<file path="config.mk">
export PLATFORM = sky130hd
export DESIGN_NAME = sync_fifo_prog
export DESIGN_NICKNAME = d
export VERILOG_FILES = /design/src/rtl/sync_fifo_prog.sv
export SDC_FILE = /design/constraint.sdc
export NUM_CORES = 1
export LEC_CHECK = 0
export CAP_MARGIN = 20
export CORE_MARGIN = 4
export CORE_UTILIZATION = 53
export DETAILED_ROUTE_END_ITERATION = 6
export PLACE_DENSITY_LB_ADDON = 0.15
export SLEW_MARGIN = 40
export SYNTH_ARGS = -nofsm -noshare
export SYNTH_HDL_FRONTEND = slang
export SYNTH_SLANG_ARGS = --single-unit
</file>
<file path="constraint.sdc">
create_clock -name clk_i -period 2.7 [get_ports clk_i]
set_clock_uncertainty 0.1 [all_clocks]
set_input_delay 0.54 -clock clk_i [delete_from_list [all_inputs] [get_ports clk_i]]
set_output_delay 0.54 -clock clk_i [all_outputs]
set_load 0.005 [all_outputs]
</file>
<file path="src/rtl/sync_fifo_prog.sv">
// Single-clock FIFO with occupancy count, programmable almost-full/almost-empty
// thresholds, sticky overflow/underflow flags and a registered or FWFT read port.
module sync_fifo_prog #(
  parameter int WIDTH     = 8,
  parameter int DEPTH     = 16,
  parameter int PTR_WIDTH = $clog2(DEPTH),
  parameter int FWFT      = 0
) (
  input  logic                 clk_i,
  input  logic                 res_i,
  input  logic                 wr_en_i,
  input  logic [WIDTH-1:0]     wdata_i,
  input  logic                 rd_en_i,
  output logic [WIDTH-1:0]     rdata_o,
  input  logic                 clr_err_i,
  input  logic [PTR_WIDTH:0]   af_thresh_i,
  input  logic [PTR_WIDTH:0]   ae_thresh_i,
  output logic [PTR_WIDTH:0]   count_o,
  output logic                 full_o,
  output logic                 empty_o,
  output logic                 almost_full_o,
  output logic                 almost_empty_o,
  output logic                 overflow_o,
  output logic                 underflow_o
);

  localparam int CW = PTR_WIDTH + 1;
  localparam logic [PTR_WIDTH-1:0] LAST_PTR = PTR_WIDTH'(DEPTH - 1);
  localparam logic [CW-1:0]        FULL_CNT = CW'(DEPTH);

  logic [WIDTH-1:0]     mem [DEPTH];
  logic [PTR_WIDTH-1:0] wr_ptr, rd_ptr;
  logic [PTR_WIDTH-1:0] wr_ptr_nxt, rd_ptr_nxt;
  logic [CW-1:0]        count;
  logic                 wr_acc, rd_acc;

  // Handshake: a write transfers when wr_en_i && !full_o, a read (pop) when
  // rd_en_i && !empty_o; both use flags as they stand before the edge, so a
  // request is never accepted on the strength of the opposite side's transfer.
  assign wr_acc = wr_en_i && !full_o;
  assign rd_acc = rd_en_i && !empty_o;

  assign full_o         = (count == FULL_CNT);
  assign empty_o        = (count == '0);
  assign almost_full_o  = (count >= af_thresh_i);
  assign almost_empty_o = (count <= ae_thresh_i);
  assign count_o        = count;

  // Explicit wrap keeps pointers inside 0..DEPTH-1 for non-power-of-two depths.
  always_comb begin
    wr_ptr_nxt = (wr_ptr == LAST_PTR) ? '0 : wr_ptr + PTR_WIDTH'(1);
    rd_ptr_nxt = (rd_ptr == LAST_PTR) ? '0 : rd_ptr + PTR_WIDTH'(1);
  end

  always_ff @(posedge clk_i or posedge res_i) begin
    if (res_i) begin
      wr_ptr <= '0;
      rd_ptr <= '0;
      count  <= '0;
    end else begin
      if (wr_acc) wr_ptr <= wr_ptr_nxt;
      if (rd_acc) rd_ptr <= rd_ptr_nxt;
      if (wr_acc && !rd_acc)      count <= count + CW'(1);
      else if (rd_acc && !wr_acc) count <= count - CW'(1);
    end
  end

  always_ff @(posedge clk_i) begin
    if (wr_acc) mem[wr_ptr] <= wdata_i;
  end

  // Setting an error flag takes priority over a simultaneous clear.
  always_ff @(posedge clk_i or posedge res_i) begin
    if (res_i) begin
      overflow_o  <= 1'b0;
      underflow_o <= 1'b0;
    end else begin
      if (wr_en_i && full_o)  overflow_o <= 1'b1;
      else if (clr_err_i)     overflow_o <= 1'b0;
      if (rd_en_i && empty_o) underflow_o <= 1'b1;
      else if (clr_err_i)     underflow_o <= 1'b0;
    end
  end

  generate
    if (FWFT != 0) begin : g_fwft
      assign rdata_o = mem[rd_ptr];
    end else begin : g_reg
      logic [WIDTH-1:0] rdata_q;
      always_ff @(posedge clk_i or posedge res_i) begin
        if (res_i)       rdata_q <= '0;
        else if (rd_acc) rdata_q <= mem[rd_ptr];
      end
      assign rdata_o = rdata_q;
    end
  endgenerate

endmodule

</file>
==> metrics.txt, run 1 <==
largest net degree at the start of global routing=37; share of the synthesized area in the top cell type=59.7%; Top FF cell, synth=edfxtp_1; crit path DAT=2000 ps; hold_ws=about 380 ps; H-tree Lvls=4; DIE AREA=about 0.014 sq mm; RSZ-0062 raised after global routing=true; drt first pass iters=4; Synth Net Count=about 400; EDFF count, synth=between 100 and 150; maximum fanout along the worst path=4; post-route insts no fill=592; global-route wire length before repair=19800 microns; Max Freq=between 300 and 400 MHz; total grt overflow=0; DR WL/cell=between 20 and 25 microns; layout cells sized above 1=a little under a fifth; area grow syn2layout=21.3%; vias in the first global route=around 3.5k; library cells used by synthesis=34; Root Driver=clkbuf_16; clk_lat worst skew=420 ps; Tot Pwr=between 7 and 8 mW; Synth warnings=0; Cell Area, Placed=between 0.007 and 0.008 sq mm; vias per cell=about 5.8; Iter 0 DRT Violations=about 300; Worst slew margin=59.7%; Routed WL=roughly 12000 microns; Core Region=around 0.012 sq mm; hpwl dp=between 8000 and 9000 microns; Initial Util=55.2%; CP Class=flip-flop to output port; sequential cell area fraction in the yosys report=68.6%; drt drc=0; Fillers=slightly below 800; CTS tree=built; Inserted Diodes=0; Finished Cell Area=0.00781 sq mm; initial antenna violation count=0; area taken by multi-input logic gates=0.00188 sq mm; row count=39; layout net count=between 400 and 500; Die X=118 microns; Port-buffer cells=slightly above 40; dominant cells by area after synthesis=edfxtp_1, mux4_1, dfrtp_1; async set-or-reset flop fraction in the synthesized netlist=roughly 15%; Worst Path Required=~2100 ps; HP Class=input port to async pin; clock slew at reported path FFs=60 ps; Mapped Area=roughly 0.0064 sq mm; vias after detailed routing=approximately 3.4k; GRT Overall Usage=a little under a fifth; outcome=finished, final reports clean; Mapped Cells=between 300 and 400; Max VDD drop=between 0.0007 and 0.0008 V; Clock Tree Buf Depth=2; post-synth top area cell=edfxtp_1; max-cap viol count=0; final slew viol count=0; Leakage=2.90 nW; register area=about 0.0044 sq mm; Sinks on Clock Net=151; CTS Buf Count=17; Routed Antenna Nets=0; period utilisation layout=97.7%; Cell Pwr Density=around 1000 mW/mm^2; Final Hold Vio Count=0; min Tclk post-route=about 2600 ps; Yosys reg bits=roughly 150; I/O pin count=42; Setup crit start kind=flip-flop; CP Capture Type=output port; commonest cells in the netlist=edfxtp_1, mux4_1, nand2_1; final RePlAce weighted congestion=0.756; Die Y=between 100 and 150 microns; Inst Count DP=approximately 560; Final setup viols=0; Syn Area/Cell=around 18 sq um; Least-Margin Pin Slew=602 ps; most common cell in the synthesized netlist=edfxtp_1
[through the flow]
stage                     utilization, %  setup TNS (ps)  setup slack [ps]
after floorplan                        -               0              19.9
after global placement              61.5            -748              -496
after CTS                           66.4               0              3.03
after detailed placement            61.5            -871              -568
final                               66.9               0              60.9
after global routing                66.9           -17.6             -10.8
[layer usage]
layer | vias to the layer above | global-route usage (%) | part of all wire [%]
li1 | 1577 | - | -
met4 | 0 | 7.55 | 1.3
met1 | 1753 | 26.5 | 46
met3 | 18 | 4.49 | 4.6
met2 | 92 | 29.5 | 48
met5 | - | 0 | 0
[worst max-delay path: stages (launching register included)]
cell     delay (ps)
dfrtp_2         460
ha_4            230
nor2b_1         120
o21a_1          170
o21a_1          170
o21a_1          180
o22ai_2         120
buf_2           130
[where the power goes]
| group | leakage [nW] | internal (mW) | total [mW] | switching, mW |
|---|---|---|---|---|
| logic | 1.19 | 1.31 | 2.56 | 1.25 |
| registers | 1.44 | 2.89 | 3.09 | 0.202 |
| clock network | 0.264 | 1.29 | 2.24 | 0.958 |
[final timing paths]
kind,from,to,slack (ps),cells past startpoint
max,count_o[1],almost_empty_o,60,7
min,res_i,rd_ptr[1],380,2
max reg2reg,count_o[1],count_o[4],140,11
min reg2reg,rdata_o[4],rdata_o[4],390,2
max in group asynchronous,res_i,count_o[2],1760,2
min in group clk_i,rdata_o[4],rdata_o[4],390,2
[cell families after synthesis]
kind of cell,Yosys count,synth area share [%]
XOR/XNOR,6,0.816
AND/OR/NAND/NOR,62,4.29
AO/OA/AOI/OAI,33,3.61
flip-flops,151,68.6
adder cells (fa/ha/maj),21,4.20
multiplexers,49,15.6
buffers and inverters,35,2.86
[area by class of cell]
class / instances / share of cell area [%]
clock buffer: 17 / 5.45
clock inverter: 15 / 1.87
inverter: 19 / 0.913
multi-input combinational: 171 / 24.1
sequential: 151 / 56.6
tap: 143 / 2.29
timing repair buffer: 76 / 8.70
[registers in the layout (all words and copies together), names as in the netlist]
| name | count |
|---|---|
| mem | 128 |
| rdata_o | 8 |
| count_o | 5 |
| rd_ptr | 4 |
| wr_ptr | 4 |
| overflow_o | 1 |
| underflow_o | 1 |
[placed cells by master (no fill, tap or decap), types with 4 or more instances in the layout]
cell type / synthesis / layout
edfxtp_1: 128 / 128
clkdlybuf4s50_1: 0 / 38
buf_4: 2 / 34
mux4_1: 30 / 30
nand2_1: 26 / 26
dfrtp_1: 23 / 21
inv_1: 19 / 17
mux2i_1: 17 / 17
ha_1: 20 / 17
clkbuf_16: 0 / 17
nor2_1: 16 / 16
o221ai_1: 8 / 8
o21ai_0: 8 / 7
nand3_1: 5 / 5
xnor2_1: 5 / 5
nor3_1: 5 / 5
clkinvlp_4: 0 / 5
a21oi_1: 5 / 4
nand2b_1: 4 / 4
[what timing repair did]
action	in CTS	in global routing
cloned	0	0
setup endpoints to repair	2	6
buffers inserted	0	3
pin swaps	2	5
hold buffers	0	0
resized for setup	8	10
No activity file was read; power rests on OpenSTA's default activity.
==> run 2: changes to the inputs <==
--- a/config.mk
+++ b/config.mk
@@ -9,6 +9,8 @@
 export CORE_MARGIN = 4
 export CORE_UTILIZATION = 53
 export DETAILED_ROUTE_END_ITERATION = 6
+export GPL_TIMING_DRIVEN = 0
+export HOLD_SLACK_MARGIN = 0.08
 export PLACE_DENSITY_LB_ADDON = 0.15
 export SLEW_MARGIN = 40
 export SYNTH_ARGS = -nofsm -noshare
==> run 2 against run 1 <==
  * The run now ends with setup timing left
  * Worst hold slack improved by 17 ps
  * Die area unchanged
  * Register-to-register slack worse by 40 ps
  * Highest routed layer unchanged
==> metrics.txt, run 2 (synthesis gave the netlist of run 1 again) <==
DR WL/cell=21.8 microns (+4.2%); outcome=finished with violations; HP Class=input port to async pin; Root Driver=clkbuf_16; Least-Margin Pin Slew=825 ps (+223 ps); Routed WL=12600 microns (+1.7%); vias after detailed routing=3384 (-1.6%); period utilisation layout=101% (+2.9 points); CP max stage delay=450 ps (about the same); met1 wire length=5700 microns (-0.73%); H-tree Lvls=4 (unchanged); Reg2Reg Setup Slack=100 ps (-40 ps); row count=39 (unchanged); most frequent cells in the layout=edfxtp_1, clkdlybuf4s50_1, mux4_1, nand2_1, dfrtp_1; Psw=2.39 mW (-0.78%); global-route wire length before repair=19700 microns (-0.21%); Final Hold Vio Count=0 (unchanged); I/O pin count=42 (unchanged); Inserted Diodes=0 (unchanged); Max Freq=368 MHz (-2.9%); clock slew at reported path FFs=60 ps (about the same); CTS Hold Bufs=0 (unchanged); Setup crit start kind=flip-flop; Tot Pwr=7.84 mW (-0.67%); Slowest cell on crit path=dfrtp_2; slack of the critical path=-16.6 ps (-77.5 ps); register share of total power=39.4% (+0.3 points); vias per cell=5.85 (+0.75%); max reg flops=128 (unchanged); drt first pass iters=4 (unchanged); layout net count=466 (-2.9%); maximum fanout along the worst path=4 (unchanged); DIE AREA=0.0140 sq mm (unchanged); combinational share of power=33.2% (+0.8 points); Core Region=0.0117 sq mm (unchanged); CTS tree=built; most used cell, CP=o21a_1; Initial Util=55.2% (unchanged); most common cell after layout, fill and taps aside=edfxtp_1; crit path DAT=2080 ps (+80 ps); reg-to-reg startpoint=count_o[1]; CP Class=flip-flop to output port; Cell Pwr Density=1020 mW/mm^2 (+0.43%); Sinks on Clock Net=151 (unchanged); initial antenna violation count=0 (unchanged); worst-path cell chain=buf_6 -> ha_4 -> nor2b_4 -> o21a_1 -> o21a_1 -> o21a_1 -> o22ai_1 -> buf_2; Die Y=118 microns (unchanged); GRT Overall Usage=19.0% (about the same); final slew viol count=0 (unchanged); Internal Power=5.45 mW (-0.62%); clock network power share=27.4% (-1.0 points); total grt overflow=0 (unchanged); Sw Share=30.5% (-0.035 points); hold_ws=393 ps (+17.5 ps); layout cells sized above 1=15.9% (-2.2 points); drt drc=0 (unchanged); final RePlAce weighted congestion=0.781 (+3.3%); min Tclk post-route=2720 ps (+77.5 ps); max-cap viol count=0 (unchanged); Routed Antenna Nets=0 (unchanged); met3 WL=745 microns (+30%); area grow syn2layout=19.9%; worst reg2reg path depth=11 (unchanged); largest net degree at the start of global routing=24 (-35%); Worst slew margin=44.8% (-15 points); CP Capture Type=output port; Die X=118 microns (unchanged); hpwl dp=8190 microns (+1.4%); DR top layer=met4; clk_lat worst skew=410 ps (about the same); CTS Buf Count=17 (unchanged); reg2reg end=count_o[4]; met2 wire length=5950 microns (+0.80%); Biggest register=mem; Clock Tree Buf Depth=2 (unchanged); vias in the first global route=3452 (-0.55%); Iter 0 DRT Violations=282 (-6.6%); Final setup viols=1 (+1); RSZ-0062 raised after global routing=true; failing checks=setup timing; Leakage=2.82 nW (-2.7%); Worst Path Required=2060 ps (about the same); Max VDD drop=0.000682 V (-6.5%); Port-buffer cells=41 (unchanged)
run 2: cell types whose count changed in the layout (fill, tap and decap cells not counted), moves of 4 or more:
cell      change
buf_4        -29
buf_6         +7
clkbuf_1      +4
nor3_1        -4
nor3_2        +4
run 2: routing by layer:
metal,global-route usage (%),up-vias
met5,0,-
met4,6.67,0
met3,5.30,12
met2,28.4,89
met1,27.3,1735
li1,-,1548
run 2: critical path, delay by kind of cell (launching register included):
| kind | cells | cell delay (ps) |
|---|---|---|
| flip-flops | 1 | 450 |
| AND/OR/NAND/NOR | 1 | 120 |
| adder cells (fa/ha/maj) | 1 | 230 |
| buffers and inverters | 2 | 260 |
| AO/OA/AOI/OAI | 4 | 600 |
run 2: through the flow:
stage | instance area (sq um) | utilization (%) | TNS, ps | setup WS (ps) | cells
2_1_floorplan | 6440 | - | 0 | 19.9 | 357
3_3_place_gp | 7030 | 60.3 | -9870 | -589 | 541
3_5_place_dp | 7050 | 60.4 | -2160 | -654 | 541
4_1_cts | 7670 | 65.7 | 0 | 7.27 | 576
5_1_grt | 7720 | 66.2 | -246 | -118 | 578
6_report | 7720 | 66.2 | -16.6 | -16.6 | 578
run 2: power by group through the flow:
stage	logic (mW)	clock network [mW]	registers, mW
after floorplan	1.62	0	3.08
after global placement	2.40	0	3.11
after detailed placement	2.45	0	3.13
after CTS	2.54	2.18	3.09
after global routing	2.86	2.29	3.13
final	2.60	2.15	3.09
run 2: area by class of cell:
| type | count | area, sq um |
|---|---|---|
| Buffer | 16 | 125 |
| Clock buffer | 19 | 433 |
| Clock inverter | 13 | 108 |
| Fill cell | 767 | 3940 |
| Inverter | 19 | 78.8 |
| Multi-Input combinational cell | 171 | 1930 |
| Sequential cell | 151 | 4420 |
| Tap cell | 143 | 179 |
| Timing Repair Buffer | 46 | 449 |
run 2: worst max-delay path by stage:
stage,endpoint,depth (start not counted),slack [ps],startpoint
floorplan,count_o[4],11,20,count_o[3]
global placement,count_o[4],11,-590,rd_en_i
detailed placement,count_o[4],11,-650,rd_en_i
CTS,count_o[4],11,7,count_o[1]
global route,count_o[4],11,-120,count_o[1]
finish,almost_empty_o,8,-20,count_o[1]
run 2: what timing repair did:
action,CTS,global route
resized for setup,24,10
hold endpoints to repair,0,0
gates cloned,0,0
endpoints found under the setup margin,6,3
setup buffers,3,2
pin swaps,4,8
